==> src/rtl/multicycle_ctrl.sv <==
// Multi-cycle control FSM for a 32-bit MIPS-subset datapath: sequences each instruction,
// drives datapath enables and extender mode, and handshakes with a shared memory port.
module multicycle_ctrl #(
    parameter int MEM_TIMEOUT = 8,
    parameter int CNT_W       = 32
) (
    input  logic             clk,
    input  logic             rst_n,
    input  logic [5:0]       opcode,
    input  logic [5:0]       funct,
    input  logic             zero,
    input  logic             mem_ready,
    output logic             mem_req,
    output logic             mem_we,
    output logic             ir_write,
    output logic             pc_write,
    output logic [1:0]       pc_src,
    output logic             ext_sign,
    output logic [1:0]       alu_src_b,
    output logic [2:0]       alu_op,
    output logic             reg_write,
    output logic             reg_dst,
    output logic             mem_to_reg,
    output logic             illegal,
    output logic             bus_err,
    output logic             retire,
    output logic [CNT_W-1:0] retired_cnt
);
    localparam logic [5:0] OP_RTYPE = 6'b000000;
    localparam logic [5:0] OP_ADDI  = 6'b001000;
    localparam logic [5:0] OP_SLTI  = 6'b001010;
    localparam logic [5:0] OP_ANDI  = 6'b001100;
    localparam logic [5:0] OP_ORI   = 6'b001101;
    localparam logic [5:0] OP_LW    = 6'b100011;
    localparam logic [5:0] OP_SW    = 6'b101011;
    localparam logic [5:0] OP_BEQ   = 6'b000100;
    localparam logic [5:0] OP_J     = 6'b000010;

    localparam logic [7:0] WAIT_LAST = 8'(MEM_TIMEOUT - 1);

    typedef enum logic [3:0] {
        RST, FETCH, DECODE,
        EXEC_R, EXEC_I, MEM_ADDR, MEM_RD, MEM_WR,
        WB_R, WB_I, WB_MEM, BRANCH, JUMP
    } state_t;

    state_t     state;
    logic [7:0] wait_cnt;
    logic       mem_state;
    logic       timeout;
    logic       done;

    // funct is decoded by the ALU control when alu_op=111; the FSM itself never needs it.
    logic unused_funct;
    assign unused_funct = ^funct;

    // The cycle right after a timeout is a dead FETCH: the request is dropped for one cycle.
    assign mem_state = (state == FETCH && !bus_err) || state == MEM_RD || state == MEM_WR;
    assign timeout   = mem_state && !mem_ready && (wait_cnt == WAIT_LAST);
    assign done      = (state inside {WB_R, WB_I, WB_MEM, BRANCH, JUMP})
                     || (state == MEM_WR && mem_ready);

    always_ff @(posedge clk or negedge rst_n) begin
        if (!rst_n) begin
            state       <= RST;
            wait_cnt    <= '0;
            ext_sign    <= 1'b0;
            illegal     <= 1'b0;
            bus_err     <= 1'b0;
            retire      <= 1'b0;
            retired_cnt <= '0;
        end else begin
            // NOTE: pulses default low every cycle; a later non-blocking write in this block wins.
            illegal <= 1'b0;
            bus_err <= 1'b0;
            retire  <= done;
            if (done)
                retired_cnt <= retired_cnt + CNT_W'(1);

            if (!mem_state || mem_ready || timeout)
                wait_cnt <= '0;
            else
                wait_cnt <= wait_cnt + 8'd1;

            if (timeout) begin
                bus_err <= 1'b1;
                state   <= FETCH;
            end else begin
                case (state)
                    RST:      state <= FETCH;
                    FETCH:    if (!bus_err && mem_ready) state <= DECODE;
                    DECODE: begin
                        case (opcode)
                            OP_RTYPE: state <= EXEC_R;
                            OP_ADDI, OP_SLTI: begin
                                ext_sign <= 1'b1;
                                state    <= EXEC_I;
                            end
                            OP_ANDI, OP_ORI: begin
                                ext_sign <= 1'b0;
                                state    <= EXEC_I;
                            end
                            OP_LW, OP_SW: begin
                                ext_sign <= 1'b1;
                                state    <= MEM_ADDR;
                            end
                            OP_BEQ: begin
                                ext_sign <= 1'b1;
                                state    <= BRANCH;
                            end
                            OP_J:     state <= JUMP;
                            default: begin
                                illegal <= 1'b1;
                                state   <= FETCH;
                            end
                        endcase
                    end
                    EXEC_R:   state <= WB_R;
                    EXEC_I:   state <= WB_I;
                    MEM_ADDR: state <= (opcode == OP_SW) ? MEM_WR : MEM_RD;
                    MEM_RD:   if (mem_ready) state <= WB_MEM;
                    MEM_WR:   if (mem_ready) state <= FETCH;
                    WB_R, WB_I, WB_MEM, BRANCH, JUMP: state <= FETCH;
                    default:  state <= RST;
                endcase
            end
        end
    end

    always_comb begin
        // NOTE: every output gets a default first so no path can infer a latch.
        mem_req    = 1'b0;
        mem_we     = 1'b0;
        ir_write   = 1'b0;
        pc_write   = 1'b0;
        pc_src     = 2'b00;
        alu_src_b  = 2'b00;
        alu_op     = 3'b000;
        reg_write  = 1'b0;
        reg_dst    = 1'b0;
        mem_to_reg = 1'b0;
        case (state)
            FETCH: begin
                mem_req   = !bus_err;
                alu_src_b = 2'b01;
                if (!bus_err && mem_ready) begin
                    ir_write = 1'b1;
                    pc_write = 1'b1;
                end
            end
            DECODE:   alu_src_b = 2'b11;
            EXEC_R: begin
                alu_src_b = 2'b00;
                alu_op    = 3'b111;
            end
            EXEC_I: begin
                alu_src_b = 2'b10;
                case (opcode)
                    OP_SLTI: alu_op = 3'b100;
                    OP_ANDI: alu_op = 3'b010;
                    OP_ORI:  alu_op = 3'b011;
                    default: alu_op = 3'b000;
                endcase
            end
            MEM_ADDR: alu_src_b = 2'b10;
            MEM_RD:   mem_req = 1'b1;
            MEM_WR: begin
                mem_req = 1'b1;
                mem_we  = 1'b1;
            end
            WB_R: begin
                reg_write = 1'b1;
                reg_dst   = 1'b1;
            end
            WB_I:     reg_write = 1'b1;
            WB_MEM: begin
                reg_write  = 1'b1;
                mem_to_reg = 1'b1;
            end
            BRANCH: begin
                alu_op = 3'b001;
                if (zero) begin
                    pc_write = 1'b1;
                    pc_src   = 2'b01;
                end
            end
            JUMP: begin
                pc_write = 1'b1;
                pc_src   = 2'b10;
            end
            default: ;
        endcase
    end
endmodule

==> config.mk <==
export PLATFORM = sky130hd
export DESIGN_NAME = multicycle_ctrl
export DESIGN_NICKNAME = d
export VERILOG_FILES = /design/src/rtl/multicycle_ctrl.sv
export SDC_FILE = /design/constraint.sdc
export NUM_CORES = 1
export LEC_CHECK = 0
export ABC_AREA = 1
export BUFFER_PORTS_ARGS = -buffer_cell sky130_fd_sc_hd__buf_2
export CORE_MARGIN = 2
export CORE_UTILIZATION = 45
export DETAILED_ROUTE_END_ITERATION = 8
export PLACE_DENSITY_LB_ADDON = 0.2
export SLEW_MARGIN = 20
export SYNTH_ARGS = -nofsm -noshare
export SYNTH_HDL_FRONTEND = slang
export SYNTH_SLANG_ARGS = --single-unit
==> constraint.sdc <==
create_clock -name clk -period 2.3 [get_ports clk]
set_input_delay 0.345 -clock clk [delete_from_list [all_inputs] [get_ports clk]]
set_output_delay 0.345 -clock clk [all_outputs]
set_load 0.01 [all_outputs]
==> results.sh <==
export IMPL_status="finished, final reports clean"
export IMPL_synth_top_area_cell="dfrtp_1"
export IMPL_endpoint_kind="primary output"
export IMPL_fin_crit_ns=2.009
export IMPL_synth_area_leaders="dfrtp_1 (39%), nand2_1 (20%), nor2_1 (9.2%)"
export IMPL_worstPathArrival_ns=1.66
export IMPL_r2r_end="retired_cnt[28]"
export IMPL_antenna_found_initial=0
export IMPL_grt_use_met1=0.3148
export IMPL_area_growth_pct=15.16
export IMPL_cts_resized=0
export IMPL_gp_congestion=0.9396
export IMPL_yosysMostFrequentCell="nand2_1"
export IMPL_die_h_um=87.06
export IMPL_grt_pass1_wl_um=12270
export IMPL_ios=66
export IMPL_leakage_nw=1.822
export IMPL_synth_edf_count=0
export IMPL_nets=531
export IMPL_cts_buffer_depth=2
export IMPL_core_area_sq_um=6719
export IMPL_cts_root_buf="clkbuf_8"
export IMPL_postCtsSetupRepairBufs=0
export IMPL_clk_pin_slew_ns=0.08
export IMPL_wl_per_cell_um=12.13
export IMPL_portBuffers=59
export IMPL_hold_viol=0
export IMPL_die_w_um=87.06
export IMPL_reg2regPathDepth=10
export IMPL_ys_ff_latch=48
export IMPL_crit_fanout=6
export IMPL_dr_pass1_iters=4
export IMPL_start_util=0.4620
export IMPL_clk_insertion_delay_late_ns=0.31
export IMPL_total_power_mw=2.630
export IMPL_max_slew_margin=0.5915
export IMPL_overflow=0
export IMPL_syn_area_per_cell_sq_um=6.898
export IMPL_power_density_nw_per_um2=735.8
export IMPL_cts_made_buffers=5
export IMPL_tritoncts="yes"
export IMPL_drt_iter0_drc=160
export IMPL_grt_use_met2=0.2942
export IMPL_grt_use_met3=0.03318
export IMPL_syn_num_nets=468
export IMPL_postCtsHoldBufs=0
export IMPL_num_vias=2876
export IMPL_grt_pass1_vias=2627
export IMPL_synth_top_cells_by_count="nand2_1 (165), nor2_1 (76), dfrtp_1 (48), inv_1 (48), nand3_1 (17)"
export IMPL_wl_um=7205
export IMPL_yosys_warnings=0
export IMPL_drive_above_1_share=0.1868
export IMPL_htreeDepth=2
export IMPL_rsz0062_at_grt="false"
export IMPL_r2r_setup_slack_ns=0.51
export IMPL_synth_flop_cell="dfrtp_1"
export IMPL_synthCells=450
export IMPL_yosysSeqAreaShare=0.3869
export IMPL_die_area_sq_um=7579
export IMPL_required_ns=1.96
export IMPL_stdcell_area_sq_um=3575
export IMPL_insertedDiodeCount=0
export IMPL_via_per_inst=4.842
export IMPL_yosysTopAreaCellShare=0.3869
export IMPL_synthArstFlopShare=1.000
export IMPL_worstMarginPinSlew_ns=0.6127
export IMPL_cts_num_sinks=48
export IMPL_ys_types=33
export IMPL_skew_ns=0.007844
export IMPL_rows=30
export IMPL_dpl_instance_area_sq_um=3463
export IMPL_top_usage_layer="met1"
export IMPL_vdd_drop_max_mv=0.3914
export IMPL_grt_usage=0.2026
export IMPL_syn_cell_area_sq_um=3104
export IMPL_critical_path_class="flip-flop to primary output"
export IMPL_setup_viol=0
export IMPL_min_path_type="primary input to asynchronous set/reset pin"
export IMPL_fmax_mhz=497.7
export IMPL_drc=0
export IMPL_critPathLaunchType="flip-flop"
export IMPL_hpwl_um=5667
export IMPL_report_final_slew_viol_count=0
export IMPL_ant_nets=0
export IMPL_max_cap_violations=0
export IMPL_grt_max_degree=49
export IMPL_rr_startpoint="retired_cnt[0]"
export IMPL_tns_ns=0
export IMPL_finalCritPeriodShare=0.8735
==> area by class of cell <==
cell class / instances / area (sq um)
Clock buffer: 5 / 68.82
Clock inverter: 3 / 42.54
Fill cell: 709 / 3144
Inverter: 52 / 195.2
Multi-Input combinational cell: 345 / 1657
Sequential cell: 48 / 1201
Tap cell: 80 / 100.1
Timing Repair Buffer: 61 / 310.3
==> power by group <==
part | switching, mW | leakage (nW) | total [mW] | internal (mW)
registers | 0.136 | 0.655 | 1.09 | 0.953
logic | 0.608 | 1.11 | 0.927 | 0.319
clock network | 0.292 | 0.0541 | 0.614 | 0.322
total | 1.04 | 1.82 | 2.63 | 1.59
==> worst max-delay path, stage by stage (launching register included) <==
cell	delay, ns
dfrtp_1	0.45
inv_2	0.12
nand2_1	0.08
nor2_1	0.29
inv_1	0.17
o21ai_0	0.10
buf_2	0.15
==> registers in the layout, summed over array words and instances (netlist names) <==
| name | count |
|---|---|
| retire | 1 |
| state | 4 |
| wait_cnt | 8 |
| retired_cnt | 32 |
| ext_sign | 1 |
| bus_err | 1 |
| illegal | 1 |
==> per-layer routing <==
metal	wire length [um]	up-vias
met5	0	-
met4	71	0
met3	340	11
met2	3014	56
met1	3779	1309
li1	-	1500
==> through the flow <==
stage,setup WS [ns],util,hold slack [ns],std cells
6_report,0.2909,0.5320,0.1354,594
5_1_grt,0.1532,0.5320,0.1825,594
4_1_cts,0.2788,0.5320,0.1542,594
3_5_place_dp,0.5383,0.5155,0.4479,586
3_3_place_gp,0.5683,0.5155,0.4485,586
2_1_floorplan,0.7398,-,0.04941,450
==> placed cells by master (no fill, tap or decap), types with 3 or more instances in the layout <==
cell type and count:
o21ai_1 5, clkbuf_8 5, inv_1 48, xnor2_1 10, dfrtp_1 48, nand2_1 165
o21ai_0 8, a21oi_1 4, nand3_1 17, nor2_2 3, xor2_1 15, nor3_1 10
nand4_1 4, nor2_1 76, nand2_2 8, buf_2 59, inv_2 4
==> worst max-delay path by stage <==
stage | start | end | slack, ns | cells after the start
final | state[2] | alu_src_b[1] | 0.29 | 6
after global routing | state[0] | alu_src_b[1] | 0.15 | 6
after detailed placement | retired_cnt[0] | retired_cnt[28] | 0.54 | 10
after global placement | retired_cnt[0] | retired_cnt[28] | 0.57 | 10
after CTS | state[0] | alu_src_b[1] | 0.28 | 6
after floorplan | retired_cnt[0] | retired_cnt[28] | 0.74 | 10
==> cell families (layout without fill, tap and decap cells) <==
group                    after synthesis  count (layout)  synth area share
buffers and inverters                 57             121           0.07940
flip-flops                            48              48            0.3869
adder cells (fa/ha/maj)                2               2          0.008060
XOR/XNOR                              27              27           0.08102
AO/OA/AOI/OAI                         24              24           0.04474
AND/OR/NAND/NOR                      292             292            0.3998
Power figures use the tool's default switching activity.
